==> src/rtl/rpn_stack_file.sv <==
// -----------------------------------------------------------------------------
// rpn_stack_file
//
// Operand stack for the RPN calculator datapath. It sits between the command
// decoder and the ALU: the ALU reads `top`/`next`, and its result comes back
// on `data_in` with a BINOP command.
//
// Storage is D = 2^n words of k bits plus an (n+1)-bit stack pointer that
// equals the number of valid entries. The entry at depth i lives at
// mem[sp-1-i]. Entries are never shifted; only the pointer moves.
//
// Ports
//   clk      in   1    rising-edge clock
//   reset    in   1    synchronous active-high reset (pointer and flags only)
//   cmd      in   3    000 NOP, 001 PUSH, 010 POP, 011 REPLACE,
//                      100 BINOP, 101 SWAP, 110 DUP, 111 CLEAR
//   data_in  in   k    operand for PUSH / REPLACE / BINOP
//   rd_idx   in   n    indexed read depth (0 = top)
//   top      out  k    depth 0, zero when count < 1
//   next     out  k    depth 1, zero when count < 2
//   rd_data  out  k    depth rd_idx, zero when rd_idx >= count
//   count    out  n+1  number of valid entries, 0..D
//   empty    out  1    count == 0
//   full     out  1    count == D
//   ovf      out  1    sticky: PUSH or DUP attempted while full
//   unf      out  1    sticky: POP/REPLACE/BINOP/SWAP with too few entries
// -----------------------------------------------------------------------------
module rpn_stack_file #(
    parameter int k = 16,
    parameter int n = 3
) (
    input  logic         clk,
    input  logic         reset,
    input  logic [2:0]   cmd,
    input  logic [k-1:0] data_in,
    input  logic [n-1:0] rd_idx,
    output logic [k-1:0] top,
    output logic [k-1:0] next,
    output logic [k-1:0] rd_data,
    output logic [n:0]   count,
    output logic         empty,
    output logic         full,
    output logic         ovf,
    output logic         unf
);

    localparam int D = 1 << n;

    localparam logic [n:0]   DEPTH   = (n+1)'(D);
    localparam logic [n:0]   SP_ONE  = (n+1)'(1);
    localparam logic [n:0]   SP_TWO  = (n+1)'(2);
    localparam logic [n-1:0] IDX_ONE = n'(1);
    localparam logic [n-1:0] IDX_TWO = n'(2);

    localparam logic [2:0] CMD_NOP     = 3'b000;
    localparam logic [2:0] CMD_PUSH    = 3'b001;
    localparam logic [2:0] CMD_POP     = 3'b010;
    localparam logic [2:0] CMD_REPLACE = 3'b011;
    localparam logic [2:0] CMD_BINOP   = 3'b100;
    localparam logic [2:0] CMD_SWAP    = 3'b101;
    localparam logic [2:0] CMD_DUP     = 3'b110;
    localparam logic [2:0] CMD_CLEAR   = 3'b111;

    // ------------------------------------------------------------------
    // State
    // ------------------------------------------------------------------
    logic [k-1:0] mem_q [D];
    logic [n:0]   sp_q, sp_d;
    logic         ovf_q, ovf_d;
    logic         unf_q, unf_d;

    // ------------------------------------------------------------------
    // Address arithmetic
    //
    // Indices are computed modulo D on the low n pointer bits. When the
    // stack is full the low bits wrap to 0, so sp-1 still lands on D-1;
    // the pointer's MSB is only needed for occupancy comparisons.
    // ------------------------------------------------------------------
    logic [n-1:0] sp_lo;
    logic [n-1:0] top_idx;
    logic [n-1:0] next_idx;
    logic [n-1:0] rd_mem_idx;

    assign sp_lo      = sp_q[n-1:0];
    assign top_idx    = sp_lo - IDX_ONE;
    assign next_idx   = sp_lo - IDX_TWO;
    assign rd_mem_idx = sp_lo - IDX_ONE - rd_idx;

    // Occupancy predicates used by both legality checks and outputs.
    logic has1, has2, is_full, rd_ok;

    assign has1    = (sp_q != '0);
    assign has2    = (sp_q >= SP_TWO);
    assign is_full = (sp_q == DEPTH);
    assign rd_ok   = ({1'b0, rd_idx} < sp_q);

    // ------------------------------------------------------------------
    // Command decode
    //
    // Two write ports are enough for every command: SWAP needs both to
    // exchange top and next in one cycle, everything else uses port A.
    // An illegal command leaves pointer and memory untouched and only
    // raises the relevant sticky flag.
    // ------------------------------------------------------------------
    logic         we_a, we_b;
    logic [n-1:0] addr_a, addr_b;
    logic [k-1:0] data_a, data_b;

    always_comb begin
        sp_d   = sp_q;
        ovf_d  = ovf_q;
        unf_d  = unf_q;
        we_a   = 1'b0;
        addr_a = sp_lo;
        data_a = data_in;
        we_b   = 1'b0;
        addr_b = next_idx;
        data_b = mem_q[top_idx];

        case (cmd)
            CMD_NOP: begin
            end

            CMD_PUSH: begin
                if (!is_full) begin
                    we_a   = 1'b1;
                    addr_a = sp_lo;
                    data_a = data_in;
                    sp_d   = sp_q + SP_ONE;
                end else begin
                    ovf_d = 1'b1;
                end
            end

            CMD_POP: begin
                if (has1) begin
                    sp_d = sp_q - SP_ONE;
                end else begin
                    unf_d = 1'b1;
                end
            end

            CMD_REPLACE: begin
                if (has1) begin
                    we_a   = 1'b1;
                    addr_a = top_idx;
                    data_a = data_in;
                end else begin
                    unf_d = 1'b1;
                end
            end

            // Net effect of "pop two, push result": result overwrites the
            // old next slot and the pointer drops by one.
            CMD_BINOP: begin
                if (has2) begin
                    we_a   = 1'b1;
                    addr_a = next_idx;
                    data_a = data_in;
                    sp_d   = sp_q - SP_ONE;
                end else begin
                    unf_d = 1'b1;
                end
            end

            CMD_SWAP: begin
                if (has2) begin
                    we_a   = 1'b1;
                    addr_a = top_idx;
                    data_a = mem_q[next_idx];
                    we_b   = 1'b1;
                    addr_b = next_idx;
                    data_b = mem_q[top_idx];
                end else begin
                    unf_d = 1'b1;
                end
            end

            // DUP on an empty stack is an underflow-free no-op only in the
            // sense that full takes precedence; an empty DUP is simply
            // ignored since neither flag condition names it.
            CMD_DUP: begin
                if (has1 && !is_full) begin
                    we_a   = 1'b1;
                    addr_a = sp_lo;
                    data_a = mem_q[top_idx];
                    sp_d   = sp_q + SP_ONE;
                end else if (is_full) begin
                    ovf_d = 1'b1;
                end
            end

            CMD_CLEAR: begin
                sp_d  = '0;
                ovf_d = 1'b0;
                unf_d = 1'b0;
            end

            default: begin
            end
        endcase
    end

    // ------------------------------------------------------------------
    // Control registers: pointer and sticky flags
    // ------------------------------------------------------------------
    always_ff @(posedge clk) begin
        if (reset) begin
            sp_q  <= '0;
            ovf_q <= 1'b0;
            unf_q <= 1'b0;
        end else begin
            sp_q  <= sp_d;
            ovf_q <= ovf_d;
            unf_q <= unf_d;
        end
    end

    // ------------------------------------------------------------------
    // Data storage: not reset. Writes are suppressed during reset so a
    // command issued alongside reset has no effect at all.
    // ------------------------------------------------------------------
    always_ff @(posedge clk) begin
        if (!reset) begin
            if (we_a) begin
                mem_q[addr_a] <= data_a;
            end
            if (we_b) begin
                mem_q[addr_b] <= data_b;
            end
        end
    end

    // ------------------------------------------------------------------
    // Read side: purely combinational from registered state (and rd_idx).
    // Slots above the pointer are masked to zero.
    // ------------------------------------------------------------------
    assign top     = has1  ? mem_q[top_idx]    : '0;
    assign next    = has2  ? mem_q[next_idx]   : '0;
    assign rd_data = rd_ok ? mem_q[rd_mem_idx] : '0;
    assign count   = sp_q;
    assign empty   = !has1;
    assign full    = is_full;
    assign ovf     = ovf_q;
    assign unf     = unf_q;

endmodule

==> config.mk <==
export PLATFORM = sky130hd
export DESIGN_NAME = rpn_stack_file
export DESIGN_NICKNAME = d
export VERILOG_FILES = /design/src/rtl/rpn_stack_file.sv
export SDC_FILE = /design/constraint.sdc
export NUM_CORES = 1
export LEC_CHECK = 0
export ABC_AREA = 1
export BUFFER_PORTS_ARGS = -buffer_cell sky130_fd_sc_hd__buf_4
export CAP_MARGIN = 20
export CELL_PAD_IN_SITES_DETAIL_PLACEMENT = 0
export CELL_PAD_IN_SITES_GLOBAL_PLACEMENT = 2
export CORE_MARGIN = 1.5
export CORE_UTILIZATION = 37
export DETAILED_ROUTE_END_ITERATION = 12
export GPL_TIMING_DRIVEN = 0
export PLACE_DENSITY = 0.93
export SKIP_CTS_REPAIR_TIMING = 1
export SLEW_MARGIN = 20
export SYNTH_ARGS = -nofsm -noshare
export SYNTH_HDL_FRONTEND = slang
export SYNTH_SLANG_ARGS = --single-unit
export TNS_END_PERCENT = 30
==> constraint.sdc <==
create_clock -name clk -period 9.6 [get_ports clk]
set_input_delay 0.96 -clock clk [delete_from_list [all_inputs] [get_ports clk]]
set_output_delay 0.96 -clock clk [all_outputs]
set_load 0.01 [all_outputs]
==> results of run 1 <==
## cells by family after synthesis
kind of cell,after synthesis,synth area share [%]
adders and majority gates,14,1.73
and+or+nand+nor,1129,43.5
xor gates and xnor gates,2,0.159
buffers and inverters,282,11.1
AOI/OAI and AO/OA,163,7.45
DFF,134,36.1
## worst max-delay path by stage
stage / startpoint / to / cells past startpoint
after floorplan: count[0]$_SDFFE_PP0P_ / rd_data[14] / 12
after global placement: count[0]$_SDFFE_PP0P_ / rd_data[11] / 14
after detailed placement: count[0]$_SDFFE_PP0P_ / rd_data[11] / 14
after CTS: count[0]$_SDFFE_PP0P_ / rd_data[11] / 14
after global routing: count[0]$_SDFFE_PP0P_ / rd_data[11] / 14
final: count[0]$_SDFFE_PP0P_ / rd_data[14] / 13
## cells in the mapped netlist, types with 2 or more instances
library cell	number	area [sq um]
inv_1	156	586
nor2_1	44	165
ha_1	12	150
a21oi_1	84	420
inv_4	9	56.3
nand2_2	2	12.5
nand3_2	12	120
buf_2	33	165
nor3_4	8	130
fa_1	2	40.0
inv_2	13	48.8
nand3_1	213	1070
edfxtp_1	128	3840
buf_4	9	67.6
dfxtp_1	6	120
clkinv_1	9	33.8
clkbuf_1	36	135
o21ai_1	6	30.0
nor3_1	2	10.0
nor3b_1	16	120
nand2_1	826	3100
o21ai_0	71	355
buf_6	8	90.1
buf_1	9	33.8
## power by group
group | leakage, nW | internal (W) | switching [W]
logic | 4.86 | 0.000416 | 0.00105
registers | 1.21 | 0.000685 | 0.0000128
clock network | 0.283 | 0.000385 | 0.000282
## flip-flops by register name (all words and copies together), names as in the netlist
name	flops
count	4
unf	1
ovf	1
mem_q	128
## metrics by stage
| stage | setup slack, ns | total power, W | hold WS (ns) | cells | utilization (%) |
|---|---|---|---|---|---|
| final | 3.68 | 0.00283 | 0.532 | 2221 | 44.2 |
| after global routing | 3.52 | 0.00295 | 0.570 | 2221 | 44.2 |
| after CTS | 3.79 | 0.00278 | 0.530 | 2221 | 44.2 |
| after detailed placement | 4.27 | 0.00213 | 0.517 | 2189 | 42.2 |
| after global placement | 4.25 | 0.00212 | 0.507 | 2185 | 41.5 |
| after floorplan | 5.62 | 0.00152 | 0.525 | 1724 | - |
## routing by layer
metal  up-vias  global-route usage [%]  wire length (um)
met2       767                    52.1             22600
li1       5696                       -                 -
met4         0                    14.4              2190
met1      5569                    43.3             20100
met3       140                    5.87              5210
met5         -                       0                 0
## layout make-up
class                      count  area (sq um)
buffer                        95           492
clock inverter                14           151
sequential                   134          3960
multi-input combinational   1308          5880
clock buffer                  18           429
timing repair buffer          81           688
inverter                     187           724
tap                          384           480
fill                        3116         16200
## worst max-delay path: cells and delay by family, from the launching register on
kind,cells,cell delay (ns)
fa+ha+maj,2,0.94
simple gates,2,0.49
flops,1,0.39
compound gates,2,0.39
buf+inv,7,2.31
==> qor.yml, run 1 <==
status:
  outcome: "finished, final reports clean"
synthesis:
  syn_nets: 1762
  synth_edf_count: 128
  ys_async_sr_fraction_pct: 0
  synth_seq_cells: 134
  synth-seq-area-share_pct: 36.1
  netlist_area_sq_mm: 0.0110
  yosysWarningCount: 0
  ys_types: 34
  ys.flop_type: "edfxtp_1"
  syn_avg_cell_area_sq_um: 6.38
  postSynthCellCount: 1724
job:
  drv_cap: 0
clocking:
  cts-root-buf: "clkbuf_16"
  htree_levels: 4
  cts_sinks: 134
  clk_latency_ns: 0.44
  cts-buffers-inserted: 17
  cts.clk_slew.worst_paths_ns: 0.06
  cts_tree: "yes"
  clk_path_buf_depth: 2
worst_setup_path:
  worstSetupStartpointType: "flop"
  cp_common_cell: "buf_2"
  cp.arrival_ns: 4.96
  reg2reg_from: "count[0]$_SDFFE_PP0P_"
  rr_endpoint: "mem_q[0][13]$_DFFE_PP_"
  cp_slowest_cell: "clkbuf_1"
  critical_path_required_ns: 8.64
  worstPathCellList: "buf_2, inv_2, buf_2, buf_2, ha_1, fa_1, clkbuf_1, clkbuf_1, o21ai_0, o21ai_0, nor2_1, nor3b_1, buf_4"
  cp_slowest_stage_delay_ns: 0.64
  worstSetupPathType: "reg2out"
  path_max_fanout: 11
  ff2ff_path_depth: 12
  rrSetupSlack_ns: 5.24
  worst_setup_path_end_kind: "output port"
worst_hold_path:
  hp-start: "ovf$_SDFFE_PP0P_"
  hold_path.class: "reg2reg"
  min_to: "ovf$_SDFFE_PP0P_"
  holdPathStages: 2
placement:
  hpwl_mm: 35.4
  place.port_buffers: 77
  gp_congestion: 0.969
  placed_area_sq_mm: 0.0122
layout:
  layout_common_cells: "nand2_1 (826), nand3_1 (213), inv_1 (156)"
  antenna_cells: 0
  drive_gt1_share_pct: 11.8
  postLayoutCellArea_sq_mm: 0.0128
  mostFrequentLayoutCell: "nand2_1"
  area_growth_pct: 16.5
  layout.nets: 1862
die:
  dieHeight_um: 175
  die_w_um: 175
  row_count: 62
  design.die.area_sq_mm: 0.0308
  initial_utilization_pct: 37.9
  ios: 80
  core_region_area_sq_mm: 0.0290
detailed_routing:
  vias: 12200
  ant_nets: 0
  finalWirelength_mm: 50.1
  firstDrtPassIters: 6
  routedWlPerCell_um: 22.6
  drcViolationCount: 0
  viasPerCell: 5.48
  drt-initial-drc-count: 1511
global_route:
  grt_overflow: 0
  grt_pass1_vias: 11300
  grt_max_degree: 17
  grt_usage_pct: 32.7
  grt_pass1_wl_mm: 72.1
  antenna_found_initial: 0
power:
  ir_worst_vdd_uv: 107
  p_leak_nw: 6.35
  power.density_mw_per_mm2: 221
sta:
  skew_ns: 0.0132
  max_freq_mhz: 169
  drv_slew: 0
  post-route-period-util_pct: 61.7
  setup_violations: 0
  rsz0062_at_grt: "no"
  hold_viol: 0
  fin_crit_ns: 5.92
  tightest_slew_ns: 1.22
  finalSetupTns_ns: 0
  slew_headroom_pct: 18.7
Note: power is estimated with default switching activity, not from simulation.
==> run 2, diff against run 1 <==
--- a/config.mk
+++ b/config.mk
@@ -11,10 +11,10 @@
 export CELL_PAD_IN_SITES_DETAIL_PLACEMENT = 0
 export CELL_PAD_IN_SITES_GLOBAL_PLACEMENT = 2
 export CORE_MARGIN = 1.5
-export CORE_UTILIZATION = 37
+export CORE_UTILIZATION = 31
 export DETAILED_ROUTE_END_ITERATION = 12
 export GPL_TIMING_DRIVEN = 0
-export PLACE_DENSITY = 0.93
+export PLACE_DENSITY = 0.83
 export SKIP_CTS_REPAIR_TIMING = 1
 export SLEW_MARGIN = 20
 export SYNTH_ARGS = -nofsm -noshare
==> constraint.sdc (replaced) <==
create_clock -name clk -period 5.09 [get_ports clk]
set_input_delay 0.509 -clock clk [delete_from_list [all_inputs] [get_ports clk]]
set_output_delay 0.509 -clock clk [all_outputs]
set_load 0.01 [all_outputs]
==> run 2 against run 1 <==
Compared with the run above: setup slack worse by 3.6 ns; via count about the same; largest power group unchanged; design area up 0.73%; sequential cell count unchanged; combinational power up 93%; critical path depth down 1; global-route usage down 2.4 points; routed wire length up 9.6%; cell count up 3.3%; clock skew down 0.00080 ns; register-to-register slack worse by 4.3 ns.
==> qor.yml, run 2 (synthesis results as in run 1) <==
layout:
  drive_gt1_share_pct: 12.4  # +0.63 points
  layout.nets: 1866  # +0.21%
  layout_common_cells: "nand2_1 (825), nand3_1 (213), inv_1 (156)"
  stdcell_count: 2295  # +3.3%
  mostFrequentLayoutCell: "nand2_1"
  top_register: "mem_q"
  largest_reg_flops: 128  # unchanged
  antenna_cells: 0  # unchanged
  area_growth_pct: 17.4
clocking:
  cts_tree: "yes"
  cts_sinks: 134  # unchanged
  cts-buffers-inserted: 17  # unchanged
  htree_levels: 4  # unchanged
  cts.clk_slew.worst_paths_ns: 0.07  # about the same
  clk_latency_ns: 0.44  # about the same
  cts-root-buf: "clkbuf_16"
  clk_path_buf_depth: 2  # unchanged
placement:
  dp_cells: 2262  # +3.3%
  place.port_buffers: 77  # unchanged
  gp_congestion: 0.940  # -3.0%
  hpwl_mm: 37.8  # +6.8%
die:
  die_w_um: 191  # +9.1%
  row_count: 68  # +9.7%
  core_region_area_sq_mm: 0.0347  # +20%
  design.die.area_sq_mm: 0.0366  # +19%
  ios: 80  # unchanged
  initial_utilization_pct: 31.7  # -6.2 points
  dieHeight_um: 191  # +9.1%
global_route:
  grt_use_met3_pct: 5.78  # -0.083 points
  use_met1_pct: 39.9  # -3.4 points
  grt_max_degree: 17  # unchanged
  grt_usage_pct: 30.3  # -2.4 points
  grt_pass1_wl_mm: 77.5  # +7.5%
  grt_pass1_vias: 11300  # -0.20%
  antenna_found_initial: 1  # +1
  grt_use_met2_pct: 48.2  # -3.9 points
  grt_overflow: 0  # unchanged
  grt_busiest_layer: "met2"
worst_setup_path:
  worstSetupPathType: "reg2out"
  worstPathCellList: "buf_2, inv_2, buf_2, clkbuf_4, ha_1, fa_2, clkbuf_1, a21oi_1, o21ai_0, a21oi_1, nor3b_2, buf_4"
  worst_setup_path_end_kind: "output port"
  worstSetupStartpoint: "count[0]$_SDFFE_PP0P_"
  crit_family: "buffers and inverters"
  ff2ff_path_depth: 14  # +2
  path_max_fanout: 11  # unchanged
  cp.depth: 12  # -1
  rrSetupSlack_ns: 0.95  # -4.29 ns
  rr_endpoint: "mem_q[2][4]$_DFFE_PP_"
  reg2reg_from: "count[0]$_SDFFE_PP0P_"
  critical_path_required_ns: 4.58  # -4.06 ns
  cp_slowest_stage_delay_ns: 0.72  # +0.08 ns
  path_buf_inv: 6  # -1
  worstSetupStartpointType: "flop"
  cp.arrival_ns: 4.47  # -0.49 ns
  crit_end: "rd_data[13]"
  cp_slowest_cell: "fa_2"
sta:
  slew_headroom_pct: 26.8  # +8.1 points
  tightest_slew_ns: 1.10  # -0.122 ns
  holdWs_ns: 0.308  # -0.224 ns
  fin_crit_ns: 4.98
  hold_viol: 0  # unchanged
  setup_violations: 0  # unchanged
  post-route-period-util_pct: 97.8
  max_freq_mhz: 201
  drv_slew: 0  # unchanged
  rsz0062_at_grt: "no"
  skew_ns: 0.0124  # -0.000804 ns
power:
  ir_worst_vdd_uv: 309  # +190%
  p_leak_nw: 6.34  # -0.12%
  power.density_mw_per_mm2: 413  # +87%
detailed_routing:
  firstDrtPassIters: 6  # unchanged
  vias: 12200  # +0.0082%
  viasPerCell: 5.30  # -3.2%
  routedWlPerCell_um: 23.9  # +6.1%
  drt-initial-drc-count: 1579  # +4.5%
  drcViolationCount: 0  # unchanged
  finalWirelength_mm: 54.9  # +9.6%
  ant_nets: 0  # unchanged
worst_hold_path:
  hold_path.class: "in2reg"
  holdPathStages: 2  # unchanged
status:
  outcome: "finished, final reports clean"
job:
  drv_cap: 0  # unchanged
[run 2: cell count changes in the layout (fill, tap and decap cells not counted), sizes merged]
cell,previous run,this run
buf,140,144
inv,181,182
bufinv,2,0
clkinv,17,12
clkbuf,54,53
clkinvlp,1,7
[run 2: power by group]
part / internal, W / switching [W] / leakage (nW)
Sequential: 0.00129 / 0.0000241 / 1.21
Clock: 0.000623 / 0.000570 / 0.240
Combinational: 0.000798 / 0.00203 / 4.89
Total: 0.00271 / 0.00262 / 6.34
[run 2: per-stage QoR]
step / worst slack (ns) / power [W] / area (sq um) / TNS, ns / utilization, %
after floorplan: 1.56 / 0.00286 / 11000 / 0 / -
after global placement: -0.269 / 0.00407 / 12100 / -10.01 / 35.0
after detailed placement: 0.0515 / 0.00410 / 12300 / 0 / 35.5
after CTS: -0.443 / 0.00527 / 12900 / -3.03 / 37.0
after global routing: 0.0359 / 0.00557 / 12900 / 0 / 37.2
final: 0.114 / 0.00533 / 12900 / 0 / 37.2
[run 2: cell type report]
class                           count  area, sq um
Buffer                             94          494
Clock buffer                       17          425
Clock inverter                     14          104
Fill cell                        3796        21800
Inverter                          187          724
Multi-Input combinational cell   1308         5890
Sequential cell                   134         3970
Tap cell                          455          569
Timing Repair Buffer               86          731
[run 2: worst min path at each step]
stage / endpoint / slack (ns) / from
finish: count[0]$_SDFFE_PP0P_ / 0.31 / reset
global route: count[2]$_SDFFE_PP0P_ / 0.32 / reset
CTS: count[0]$_SDFFE_PP0P_ / 0.30 / reset
detailed placement: ovf$_SDFFE_PP0P_ / 0.51 / ovf$_SDFFE_PP0P_
global placement: ovf$_SDFFE_PP0P_ / 0.51 / ovf$_SDFFE_PP0P_
floorplan: ovf$_SDFFE_PP0P_ / 0.52 / ovf$_SDFFE_PP0P_
[run 2: layer usage]
metal | part of all wire (%) | up-vias
met5 | 0 | -
met4 | 4.3 | 0
met3 | 9.9 | 138
met2 | 45 | 692
met1 | 41 | 5644
li1 | - | 5699
[run 2: worst reg2reg max path, delay by kind of cell, from the launching register on]
family        cells  cell delay [ns]
fa+ha+maj         1             0.40
buf+inv           8             2.25
flops             1             0.37
simple gates      5             0.80
==> run 3, diff against run 2 <==
--- a/config.mk
+++ b/config.mk
@@ -10,6 +10,7 @@
 export CAP_MARGIN = 20
 export CELL_PAD_IN_SITES_DETAIL_PLACEMENT = 0
 export CELL_PAD_IN_SITES_GLOBAL_PLACEMENT = 2
+export CORE_ASPECT_RATIO = 1.2
 export CORE_MARGIN = 1.5
 export CORE_UTILIZATION = 31
 export DETAILED_ROUTE_END_ITERATION = 12
==> run 3 against run 2 <==
Compared with the run above: critical path type unchanged; clock power grew 25%; setup slack lost 0.026 ns; global-route usage shrank 1.4 points; count of clock-buffer cells in the layout is the same; largest power group unchanged; critical endpoint is now rd_data[5]; largest cell class unchanged.
==> qor.yml, run 3 (synthesis results as in run 1) <==
die:
  initial_utilization_pct: 31.5  # -0.18 points
  dieHeight_um: 209  # +9.4%
  ios: 80  # unchanged
  row_count: 75  # +10%
  core_region_area_sq_mm: 0.0349  # +0.56%
  die_w_um: 175  # -8.6%
  design.die.area_sq_mm: 0.0366  # about the same
sta:
  hold_viol: 0  # unchanged
  holdWs_ns: 0.294  # -0.0134 ns
  fin_crit_ns: 5.00  # +0.0265 ns
  slew_headroom_pct: 23.7  # -3.1 points
  setup_violations: 0  # unchanged
  tightest_slew_ns: 1.14  # +0.0441 ns
  post-route-period-util_pct: 98.3  # +0.52 points
  max_freq_mhz: 200  # -0.53%
  drv_slew: 0  # unchanged
  skew_ns: 0.00885  # -0.00353 ns
  rsz0062_at_grt: "yes"
layout:
  drive_gt1_share_pct: 12.4  # about the same
  layout.nets: 1864  # -0.11%
  top_register: "mem_q"
  stdcell_count: 2301  # +0.26%
  fillers: 3830  # +0.90%
  antenna_cells: 0  # unchanged
  multi_input_area_sq_mm: 0.00591  # +0.21%
  mostFrequentLayoutCell: "nand2_1"
  regArea_sq_mm: 0.00396  # about the same
  largest_reg_flops: 128  # unchanged
  layout_common_cells: "nand2_1 (826), nand3_1 (213), inv_1 (156)"
  area_growth_pct: 18.8
placement:
  hpwl_mm: 38.2  # +1.1%
  dp_cells: 2269  # +0.31%
  place.port_buffers: 77  # unchanged
  gp_congestion: 0.931  # -1.0%
detailed_routing:
  routedWlPerCell_um: 23.0  # -3.9%
  finalWirelength_mm: 52.9  # -3.6%
  ant_nets: 0  # unchanged
  viasPerCell: 5.28  # -0.47%
  drcViolationCount: 0  # unchanged
  drt-initial-drc-count: 1465  # -7.2%
  vias: 12100  # -0.21%
  firstDrtPassIters: 5  # -1
clocking:
  htree_levels: 4  # unchanged
  clk_path_buf_depth: 2  # unchanged
  cts-buffers-inserted: 17  # unchanged
  cts.clk_slew.worst_paths_ns: 0.06  # about the same
  clk_latency_ns: 0.46  # +0.02 ns
  cts_sinks: 134  # unchanged
  cts_tree: "yes"
  cts-root-buf: "clkbuf_16"
power:
  power.density_mw_per_mm2: 435  # +5.2%
  ir_worst_vdd_uv: 250  # -19%
  p_leak_nw: 6.43  # +1.4%
worst_setup_path:
  worst_setup_path_end_kind: "output port"
  worstSetupPathType: "reg2out"
  cp.arrival_ns: 4.49  # +0.02 ns
  worstSetupStartpointType: "flop"
  path_max_fanout: 11  # unchanged
  ff2ff_path_depth: 14  # unchanged
  critical_path_required_ns: 4.58  # about the same
  rrSetupSlack_ns: 0.81  # -0.14 ns
global_route:
  antenna_found_initial: 0  # -1
  grt_usage_pct: 28.9  # -1.4 points
  grt_max_degree: 17  # unchanged
  grt_overflow: 0  # unchanged
  grt_pass1_wl_mm: 75.4  # -2.8%
  grt_pass1_vias: 11400  # +0.92%
status:
  outcome: "finished, final reports clean"
worst_hold_path:
  hold_path.class: "in2reg"
  holdPathStages: 2  # unchanged
job:
  drv_cap: 0  # unchanged
## run 3: worst max-delay path, cell delays in order (launching register included)
cell     delay, ns
dfxtp_1       0.46
buf_2         0.29
inv_2         0.11
buf_2         0.22
buf_2         0.26
ha_1          0.51
fa_2          0.60
buf_1         0.41
a21oi_1       0.23
o21ai_0       0.12
nand3_1       0.12
nor3b_1       0.46
buf_4         0.22
## run 3: metal layers
layer,vias up,GRT usage [%],part of all wire [%]
li1,5695,-,-
met1,5639,37.4,41
met2,668,47.2,46
met3,145,4.89,8.9
met4,0,13.3,4.1
met5,-,0,0
## run 3: layout make-up
cell class | count | share of cell area [%]
Multi-Input combinational cell | 1308 | 45.2
Timing Repair Buffer | 84 | 5.46
Inverter | 187 | 5.55
Clock buffer | 17 | 3.26
Clock inverter | 15 | 1.96
Buffer | 94 | 3.78
Sequential cell | 134 | 30.3
Tap cell | 462 | 4.43
## run 3: worst paths after layout
check | startpoint | endpoint
worst max-delay path | count[0]$_SDFFE_PP0P_ | rd_data[5]
worst min-delay path | reset | count[2]$_SDFFE_PP0P_
worst max register to register | count[0]$_SDFFE_PP0P_ | mem_q[0][8]$_DFFE_PP_
worst min register to register | ovf$_SDFFE_PP0P_ | ovf$_SDFFE_PP0P_
## run 3: report_power, final
group	switching (W)	internal, W	total [W]
sequential	0.0000235	0.00129	0.00132
combinational	0.00207	0.000801	0.00287
clock	0.000526	0.000962	0.00149
total	0.00262	0.00306	0.00568
## run 3: metrics by stage
stage | instance area (sq um) | worst slack (ns) | utilization, % | setup TNS (ns) | total power (W)
after floorplan | 11000 | 1.56 | - | 0 | 0.00286
after global placement | 12200 | 0.0902 | 34.8 | 0 | 0.00409
after detailed placement | 12300 | 0.118 | 35.4 | 0 | 0.00412
after CTS | 13000 | -0.373 | 37.3 | -2.71 | 0.00560
after global routing | 13100 | -0.0245 | 37.4 | -0.0323 | 0.00590
final | 13100 | 0.0875 | 37.4 | 0 | 0.00568
